## src/rtl/div_unit_pkg.sv

```systemverilog
// Shared definitions for the EX-stage divider.
// Holds the divider state encoding and result bus width.
package div_unit_pkg;

    localparam int DIV_DATA_W   = 32;
    localparam int DIV_RESULT_W = 2 * DIV_DATA_W;

    typedef logic [1:0] div_state_t;

    localparam div_state_t FREE    = 2'd0;
    localparam div_state_t BY_ZERO = 2'd1;
    localparam div_state_t ON      = 2'd2;
    localparam div_state_t END     = 2'd3;

    typedef logic [DIV_RESULT_W-1:0] div_result_t;

endpackage

```

## src/rtl/div_unit_step.sv

```systemverilog
// One restoring-division iteration: shift the work register left,
// then subtract the divisor from the partial remainder when it fits.
module div_step
    import div_unit_pkg::*;
#(
    parameter int DATA_W = DIV_DATA_W
) (
    input  logic [2*DATA_W:0] work_i,
    input  logic [DATA_W-1:0] divisor_i,
    output logic [2*DATA_W:0] work_o
);

    logic [2*DATA_W:0] shifted;
    logic [DATA_W:0]   top;
    logic [DATA_W:0]   dvs;
    logic [DATA_W:0]   diff;

    always_comb begin
        shifted = work_i << 1;
        top     = shifted[2*DATA_W:DATA_W];
        dvs     = {1'b0, divisor_i};
        diff    = top - dvs;
        work_o  = shifted;
        if (top >= dvs) begin
            work_o[2*DATA_W:DATA_W] = diff;
            work_o[0]               = 1'b1;
        end
    end

endmodule

```

## src/rtl/div_unit.sv

```systemverilog
// Multi-cycle radix-2 restoring divider for DIV/DIVU in the EX stage.
// Returns {remainder, quotient} with a one-cycle ready pulse.
module div_unit
    import div_unit_pkg::*;
#(
    parameter int DATA_W = DIV_DATA_W
) (
    input  logic                clk_i,
    input  logic                rst_i,
    input  logic                start_i,
    input  logic                annul_i,
    input  logic                signed_div_i,
    input  logic [DATA_W-1:0]   opdata1_i,
    input  logic [DATA_W-1:0]   opdata2_i,
    output logic [2*DATA_W-1:0] result_o,
    output logic                ready_o,
    output logic                busy_o
);

    localparam int CNT_W = $clog2(DATA_W);
    localparam logic [CNT_W-1:0] CNT_LAST = CNT_W'(DATA_W - 1);

    div_state_t          state_q;
    logic [CNT_W-1:0]    cnt_q;
    logic [2*DATA_W:0]   work_q;
    logic [2*DATA_W:0]   work_nxt;
    logic [DATA_W-1:0]   divisor_q;
    logic                sign_q_q;
    logic                sign_r_q;
    logic [2*DATA_W-1:0] result_q;

    logic [DATA_W-1:0]   mag1;
    logic [DATA_W-1:0]   mag2;
    logic                s1;
    logic                s2;
    logic [DATA_W-1:0]   quot;
    logic [DATA_W-1:0]   rem;
    logic [DATA_W-1:0]   quot_fix;
    logic [DATA_W-1:0]   rem_fix;

    div_step #(
        .DATA_W    (DATA_W)
    ) u_step (
        .work_i    (work_q),
        .divisor_i (divisor_q),
        .work_o    (work_nxt)
    );

    // Magnitudes fit in DATA_W unsigned bits, including -2^(DATA_W-1).
    always_comb begin
        s1   = signed_div_i & opdata1_i[DATA_W-1];
        s2   = signed_div_i & opdata2_i[DATA_W-1];
        mag1 = s1 ? (~opdata1_i + 1'b1) : opdata1_i;
        mag2 = s2 ? (~opdata2_i + 1'b1) : opdata2_i;
    end

    always_comb begin
        quot     = work_nxt[DATA_W-1:0];
        rem      = work_nxt[2*DATA_W-1:DATA_W];
        quot_fix = sign_q_q ? (~quot + 1'b1) : quot;
        rem_fix  = sign_r_q ? (~rem + 1'b1) : rem;
    end

    always_ff @(posedge clk_i) begin
        if (rst_i) begin
            state_q   <= FREE;
            cnt_q     <= '0;
            work_q    <= '0;
            divisor_q <= '0;
            sign_q_q  <= 1'b0;
            sign_r_q  <= 1'b0;
            result_q  <= '0;
        end else begin
            unique case (state_q)
                FREE: begin
                    if (start_i && !annul_i) begin
                        divisor_q <= mag2;
                        sign_q_q  <= s1 ^ s2;
                        sign_r_q  <= s1;
                        work_q    <= {{(DATA_W+1){1'b0}}, mag1};
                        cnt_q     <= '0;
                        if (opdata2_i == '0) begin
                            state_q <= BY_ZERO;
                        end else begin
                            state_q <= ON;
                        end
                    end
                end
                BY_ZERO: begin
                    if (annul_i) begin
                        state_q <= FREE;
                    end else begin
                        result_q <= '0;
                        state_q  <= END;
                    end
                end
                ON: begin
                    if (annul_i) begin
                        state_q <= FREE;
                    end else begin
                        work_q <= work_nxt;
                        cnt_q  <= cnt_q + 1'b1;
                        if (cnt_q == CNT_LAST) begin
                            result_q <= {rem_fix, quot_fix};
                            state_q  <= END;
                        end
                    end
                end
                END: begin
                    state_q <= FREE;
                end
                default: begin
                    state_q <= FREE;
                end
            endcase
        end
    end

    assign result_o = result_q;
    assign ready_o  = (state_q == END);
    assign busy_o   = (state_q != FREE);

endmodule
```

## config.mk

```make
export PLATFORM = sky130hd
export DESIGN_NAME = div_unit
export DESIGN_NICKNAME = d
export VERILOG_FILES = /design/src/rtl/div_unit_pkg.sv /design/src/rtl/div_unit_step.sv /design/src/rtl/div_unit.sv
export SDC_FILE = /design/constraint.sdc
export NUM_CORES = 1
export LEC_CHECK = 0
export ABC_AREA = 1
export CAP_MARGIN = 20
export CORE_MARGIN = 2
export CORE_UTILIZATION = 54
export CTS_BUF_LIST = sky130_fd_sc_hd__clkbuf_4
export DETAILED_ROUTE_END_ITERATION = 8
export GPL_TIMING_DRIVEN = 1
export PLACE_DENSITY = 0.84
export SYNTH_ARGS = -nofsm -noshare
export SYNTH_HDL_FRONTEND = slang
export SYNTH_SLANG_ARGS = --single-unit
```

## constraint.sdc

```tcl
create_clock -name clk_i -period 3.55 [get_ports clk_i]
set_clock_uncertainty 0.1 [all_clocks]
set_input_delay 0.355 -clock clk_i [delete_from_list [all_inputs] [get_ports clk_i]]
set_output_delay 0.355 -clock clk_i [all_outputs]
set_load 0.005 [all_outputs]
```

=== Word level (Yosys, flattened, before mapping) ===
Index checks and enable logic that the tools add are counted.

* Add/sub/neg operators: 6
* $mul: 0
* Divide/modulo/power cells: 0
* Order comparisons: 1
* Equality and inequality tests: 9
* Shift operators: 0
* Multiplexer cells: 22
* Bitwise operators: 7
* Reductions and logical operators: 11

{| class="wikitable"
|+ Operator list
! cell !! number
|-
| 64-bit two-way mux || 5
|-
| 64-bit case mux with 2 select lines || 2
|-
| 32-bit two-way mux || 5
|-
| 32-bit by 1-bit adder with 32-bit output, second input constant || 4
|-
| 32-bit inverter || 4
|-
| 33-bit by 32-bit >= comparator with 1-bit output || 1
|-
| 32-bit zero test || 1
|-
| 32-bit subtractor || 1
|-
| 2-bit two-way mux || 5
|-
| 5-bit two-way mux || 2
|-
| 5-bit case mux with 2 select lines || 1
|-
| 2-bit != test, second input constant || 4
|-
| 2-bit case mux with 4 select lines || 1
|-
| 2-bit nonzero test || 3
|-
| 5-bit by 1-bit adder with 5-bit output, second input constant || 1
|-
| 5-bit equality test, second input constant || 1
|-
| 2-bit equality test, second input constant || 2
|-
| 2-bit AND reduction || 2
|-
| 4-bit AND reduction || 1
|-
| 3-bit != test, second input constant || 1
|-
| 3-bit AND reduction || 1
|-
| 1-bit AND || 2
|-
| 2-bit by 1-bit equality test with 1-bit output, second input constant || 1
|-
| 2-bit zero test || 1
|-
| other kinds (4) || 4
|}

* Register bits: 169
* Latch bits: 0
* Bits in writable memories: 0
* ROM bits: 0
* Input bits: 69
* Output and inout port bits: 66
* Logic and storage cells: 63
* Memories: 0

=== Depth between registers and ports, before layout ===
* Depth in word-level cells: 8
* Depth in mapped cells: 28
* Depth with buffers taken out: 27

=== Hierarchy ===
From an unflattened synthesis, not the netlist that was laid out.

* Cells, all modules: 2277
* Area, all modules: 13539.2 um^2

{| class="wikitable"
|+ By module, submodules not included
! module !! instances !! cells an instance !! area an instance (um^2) !! sequential area each (um^2)
|-
| div_unit || 1 || 1566 || 9944.5 || 3403.3
|-
| div_step || 1 || 711 || 3594.7 || 0.0
|}

=== Worst setup path after synthesis ===
OpenSTA, ideal clock, no wires.

* Path kind: flip-flop to flip-flop
* From: register divisor_q[20]
* To: register result_q[30], in the netlist result_o[30]
* Library setup time: 70 ps
* Arrival: 3215 ps
* Setup slack: 164 ps
* Cell stages (with the launch flop): 28
* Path buffers: 1
* Path through: dfxtp_1 -> inv_1 -> ha_1 -> nand2_2 -> inv_2 -> nand2_1 -> nand2_1 -> nand2_1 -> nand2_1 -> nand2_1 -> nand2_1 -> nor2_4 -> nand2_4 -> inv_2 -> buf_6 -> ha_1 -> nand3_1 -> nor3_1 -> nand4_1 -> inv_1 -> nand4_1 -> nor3_1 -> nand3_1 -> nor2_1 -> a31oi_1 -> a21oi_1 -> o21ai_0 -> a21oi_1

* Cells in the longest elaborated chain, start to end: 8

{| class="wikitable"
|+ Ends and longest elaborated chain
! what !! RTL line !! RTL
|-
| start: declaration || div_unit.sv:27 || <nowiki>logic [DATA_W-1:0] divisor_q;</nowiki>
|-
| start signal: assignment || div_unit.sv:77 || <nowiki>divisor_q <= mag2;</nowiki>
|-
| 33-bit by 32-bit >= comparator with 1-bit output || div_unit_step.sv:24 || <nowiki>if (top >= dvs) begin</nowiki>
|-
| 1-bit two-way mux || div_unit_step.sv:24 ||
|-
| 32-bit inverter || div_unit.sv:60 || <nowiki>quot_fix = sign_q_q ? (~quot + 1'b1) : quot;</nowiki>
|-
| 32-bit by 1-bit adder with 32-bit output || div_unit.sv:60 ||
|-
| 32-bit two-way mux || div_unit.sv:60 ||
|-
| 64-bit two-way mux || div_unit.sv:103 || <nowiki>if (cnt_q == CNT_LAST) begin</nowiki>
|-
| 64-bit two-way mux || div_unit.sv:98 || <nowiki>if (annul_i) begin</nowiki>
|-
| 64-bit case mux with 2 select lines || div_unit.sv:74 || <nowiki>unique case (state_q)</nowiki>
|-
| end signal: assignment || div_unit.sv:104 || <nowiki>result_q <= {rem_fix, quot_fix};</nowiki>
|-
| end: declaration || div_unit.sv:30 || <nowiki>logic [2*DATA_W-1:0] result_q;</nowiki>
|}

No other way between the ends. The select of a mux whose other input is x is not followed.
A chain may end at the register's enable or synchronous reset.

=== Final worst setup path ===
* From: register work_q[43]
* To: register result_q[28], in the netlist result_o[28]

* Cells in the longest elaborated chain, start to end: 8

{| class="wikitable"
|+ Ends and longest elaborated chain
! what !! RTL line !! RTL
|-
| start: declaration || div_unit.sv:25 || <nowiki>logic [2*DATA_W:0] work_q;</nowiki>
|-
| start signal: assignment || div_unit.sv:80 || <nowiki>work_q <= {{(DATA_W+1){1'b0}}, mag1};</nowiki>
|-
| start signal: assignment || div_unit.sv:101 || <nowiki>work_q <= work_nxt;</nowiki>
|-
| 33-bit by 32-bit >= comparator with 1-bit output || div_unit_step.sv:24 ||
|-
| 1-bit two-way mux || div_unit_step.sv:24 ||
|-
| 32-bit inverter || div_unit.sv:60 ||
|-
| 32-bit by 1-bit adder with 32-bit output || div_unit.sv:60 ||
|-
| 32-bit two-way mux || div_unit.sv:60 ||
|-
| 64-bit two-way mux || div_unit.sv:103 ||
|-
| 64-bit two-way mux || div_unit.sv:98 ||
|-
| 64-bit case mux with 2 select lines || div_unit.sv:74 ||
|}

No other way between the ends. The select of a mux whose other input is x is not followed.

==> flow_summary.yaml <==
power:
  combinationalPowerShare_pct: 66.5
  seqPwrFrac_pct: 21.0
  p_int_mw: 5.504
  ir_worst_vdd_mv: 0.5171
  power_density_mw_per_mm2: 703.1
  swShare_pct: 51.27
  p_total_mw: 11.30
  clockPowerShare_pct: 12.5
  p_leak_nw: 7.361
  p_sw_mw: 5.791
global_routing:
  grt_overflow_total: 0
  antenna_found_initial: 1
  grt_pass1_vias: 12840
  grt.total_usage_pct: 32.91
  grt_first_pass_wirelength_um: 63980
  grt_max_degree: 86
cts:
  cts_hold_buf: 0
  path_clk_slew_ns: 0.16
  cts_buffer_depth: 2
  htree_levels: 4
  cts_tree: "yes"
  clock_sinks: 169
  clock_latency_ns: 0.61
  cts_root_buf: "clkbuf_4"
  cts_buffers: 17
sta:
  tightest_slew_ns: 1.025
  hold_ws_ns: 0.1060
  finalCritPeriodShare_pct: 99.68
  drv_slew: 0
  relSlewSlack_pct: 31.55
  fmax_mhz: 282.6
  finalCriticalPeriod_ns: 3.539
  rsz0062_at_grt: "yes"
  hold_viol_final: 0
  setup_viol: 0
  setup_tns_ns: 0
drt:
  ant_nets: 0
  wl_met1_um: 17460
  first_pass_iters: 5
  wl_per_cell_um: 16.42
  drt_iter0_drc: 1121
  wl_met2_um: 20640
  met3_length_um: 2430
  vias: 14320
  avgViaCountPerCell: 5.557
  drt-total-wl_um: 42320
  maxUsedRoutingLayer: "met4"
  drcViolationCount: 0
layout:
  stdcell_count: 2577
  drive_gt1_share_pct: 17.72
  fin_nets: 2390
  syn2layout_area_growth_pct: 28.67
place:
  dp.cells: 2531
  port-buffer-count: 134
  place_congestion: 0.9805
  dp_hpwl_um: 31900
floorplanning:
  die_y_um: 156.1
  initial_core_util_pct: 55.14
  io_pins: 135
  num_rows: 55
  die_area_mm2: 0.02435
  coreArea_mm2: 0.02264
  dieWidth_um: 156.1
yosys:
  ys_seq_area_share_pct: 27.10
  yosysMostFrequentCell: "nand2_1"
  syn-cell-area_mm2: 0.01248
  synth_cell_types: 50
  synth.ff_latch_count: 169
  yosys_warnings: 0
  synth_top_area_share_pct: 27.10
  synth_ff_type: "dfxtp_1"
  synthTopCellsByArea: "dfxtp_1 (27%), nand2_1 (18%), a21oi_1 (8.5%)"
  ys_top_cells_by_count: "nand2_1 (601), inv_1 (263), a21oi_1 (211), dfxtp_1 (169), nor2_1 (152)"
  syn_avg_cell_area_um2: 6.052
  synth_edf_count: 0
  async_flop_share_pct: 0
  synth_area_leader_cell: "dfxtp_1"
  synthesis.nets: 2175
  syn_inst: 2063
worst_setup_path:
  worstPathMaxFanout: 4
  arrival_ns: 3.89
  path_class: "register to register"
  setup.worst_path.start: "work_q[43]"
  timing.rr.start: "work_q[43]"
  cp_data_required_time_ns: 3.90
  start_kind: "register"
  end_kind: "register"
min_path:
  worstHoldPathType: "input pin to register"
  min-delay-start: "rst_i"
run_status:
  status: "finished, final reports clean"
job:
  drv_cap: 0
[cell usage in the layout, fill, tap and decap left out, types with 5 or more instances in the layout]
| cell type | instances |
|---|---|
| nor2_2 | 18 |
| nand2_1 | 558 |
| ha_1 | 10 |
| inv_2 | 21 |
| xnor2_1 | 19 |
| dfxtp_2 | 45 |
| o211ai_1 | 13 |
| inv_1 | 254 |
| ha_4 | 32 |
| o221ai_1 | 9 |
| nand2_2 | 60 |
| buf_4 | 136 |
| nor3_1 | 28 |
| nor2_4 | 8 |
| o21ai_1 | 6 |
| nand3_1 | 120 |
| nand3b_1 | 10 |
| clkdlybuf4s50_1 | 133 |
| a21oi_2 | 5 |
| nand4_1 | 26 |
| xor2_1 | 36 |
| nand2_4 | 10 |
| nand3_2 | 8 |
| dfxtp_1 | 122 |
| nor4_1 | 12 |
| clkbuf_4 | 18 |
| nor2_1 | 144 |
| a21oi_1 | 206 |
| or2_2 | 6 |
| o21ai_0 | 137 |
| o21bai_1 | 6 |
[through the flow]
step	instance area [um^2]	worst slack, ns	util [%]
after floorplan	12480	0.1643	-
after global placement	14840	-0.1174	65.53
after detailed placement	14840	-0.1922	65.53
after CTS	15230	0.03452	67.25
after global routing	16060	-0.1977	70.95
final	16060	0.01123	70.95
[what timing repair did]
item | in CTS | in global routing
gates cloned | 0 | 2
setup buffers | 0 | 11
endpoints found under the setup margin | 24 | 38
pin swaps | 0 | 30
resized for setup | 6 | 170
[cells by family (layout without fill, tap and decap cells)]
logic type | count (synthesis) | count (layout) | synth area share (%)
XOR/XNOR | 55 | 55 | 3.858
AND/OR/NAND/NOR | 1024 | 1025 | 35.49
buffers and inverters | 360 | 587 | 11.34
flip-flops | 169 | 169 | 27.10
adder cells (fa/ha/maj) | 43 | 43 | 4.370
AO/OA/AOI/OAI | 412 | 412 | 17.84
other | 0 | 1 | 0
[worst max-delay path, stage by stage, from the launching register on]
cell and delay (ns):
dfxtp_1 0.47, ha_4 0.26, nand2_1 0.08, nand2_1 0.07, inv_1 0.05, nand2_1 0.08
a21oi_2 0.19, nand2_2 0.10, nand2_4 0.08, nand2_4 0.08, inv_4 0.07, ha_4 0.13
nand3_2 0.07, nor3_2 0.22, nand4_1 0.17, inv_1 0.11, nand4_1 0.10, nor3_2 0.27
nand3_1 0.15, nor2_2 0.17, nand2_1 0.09, nand2_2 0.08, a21oi_2 0.05, o21ai_1 0.09
a21oi_1 0.07
[layout make-up]
type                            instances  area [um^2]
Fill cell                            1943         6576
Inverter                              280         1054
Clock inverter                         14        224.0
Multi-Input combinational cell       1535         8386
Timing Repair Buffer                  275         2460
Antenna cell                            1        2.502
Sequential cell                       169         3447
Clock buffer                           18        135.1
Tap cell                              285        356.6
[worst paths after layout]
check / endpoint / slack [ns] / cells past startpoint
setup / recovery: result_o[28] / 0.01 / 24
hold / removal: result_o[63] / 0.11 / 2
setup reg to reg: result_o[28] / 0.01 / 24
hold reg to reg: result_o[60] / 0.38 / 2
[routing by layer]
layer	up-vias	GRT usage (%)
li1	7094	-
met1	6542	41.00
met2	567	58.87
met3	118	3.500
met4	0	11.75
met5	-	0
[power groups by stage]
stage | clock network [mW] | registers (mW) | logic [mW]
2_1_floorplan | 0 | 2.31 | 4.56
3_3_place_gp | 0 | 2.37 | 6.52
3_5_place_dp | 0 | 2.38 | 6.60
4_1_cts | 1.41 | 2.34 | 6.70
5_1_grt | 1.49 | 2.40 | 8.25
6_report | 1.42 | 2.37 | 7.51
[state kept, by name, indices dropped and copies added (netlist names)]
name,count
sign_q_q,1
divisor_q,32
result_o,64
cnt_q,5
work_q,64
state_q,2
sign_r_q,1
Power figures use the tool's default switching activity.
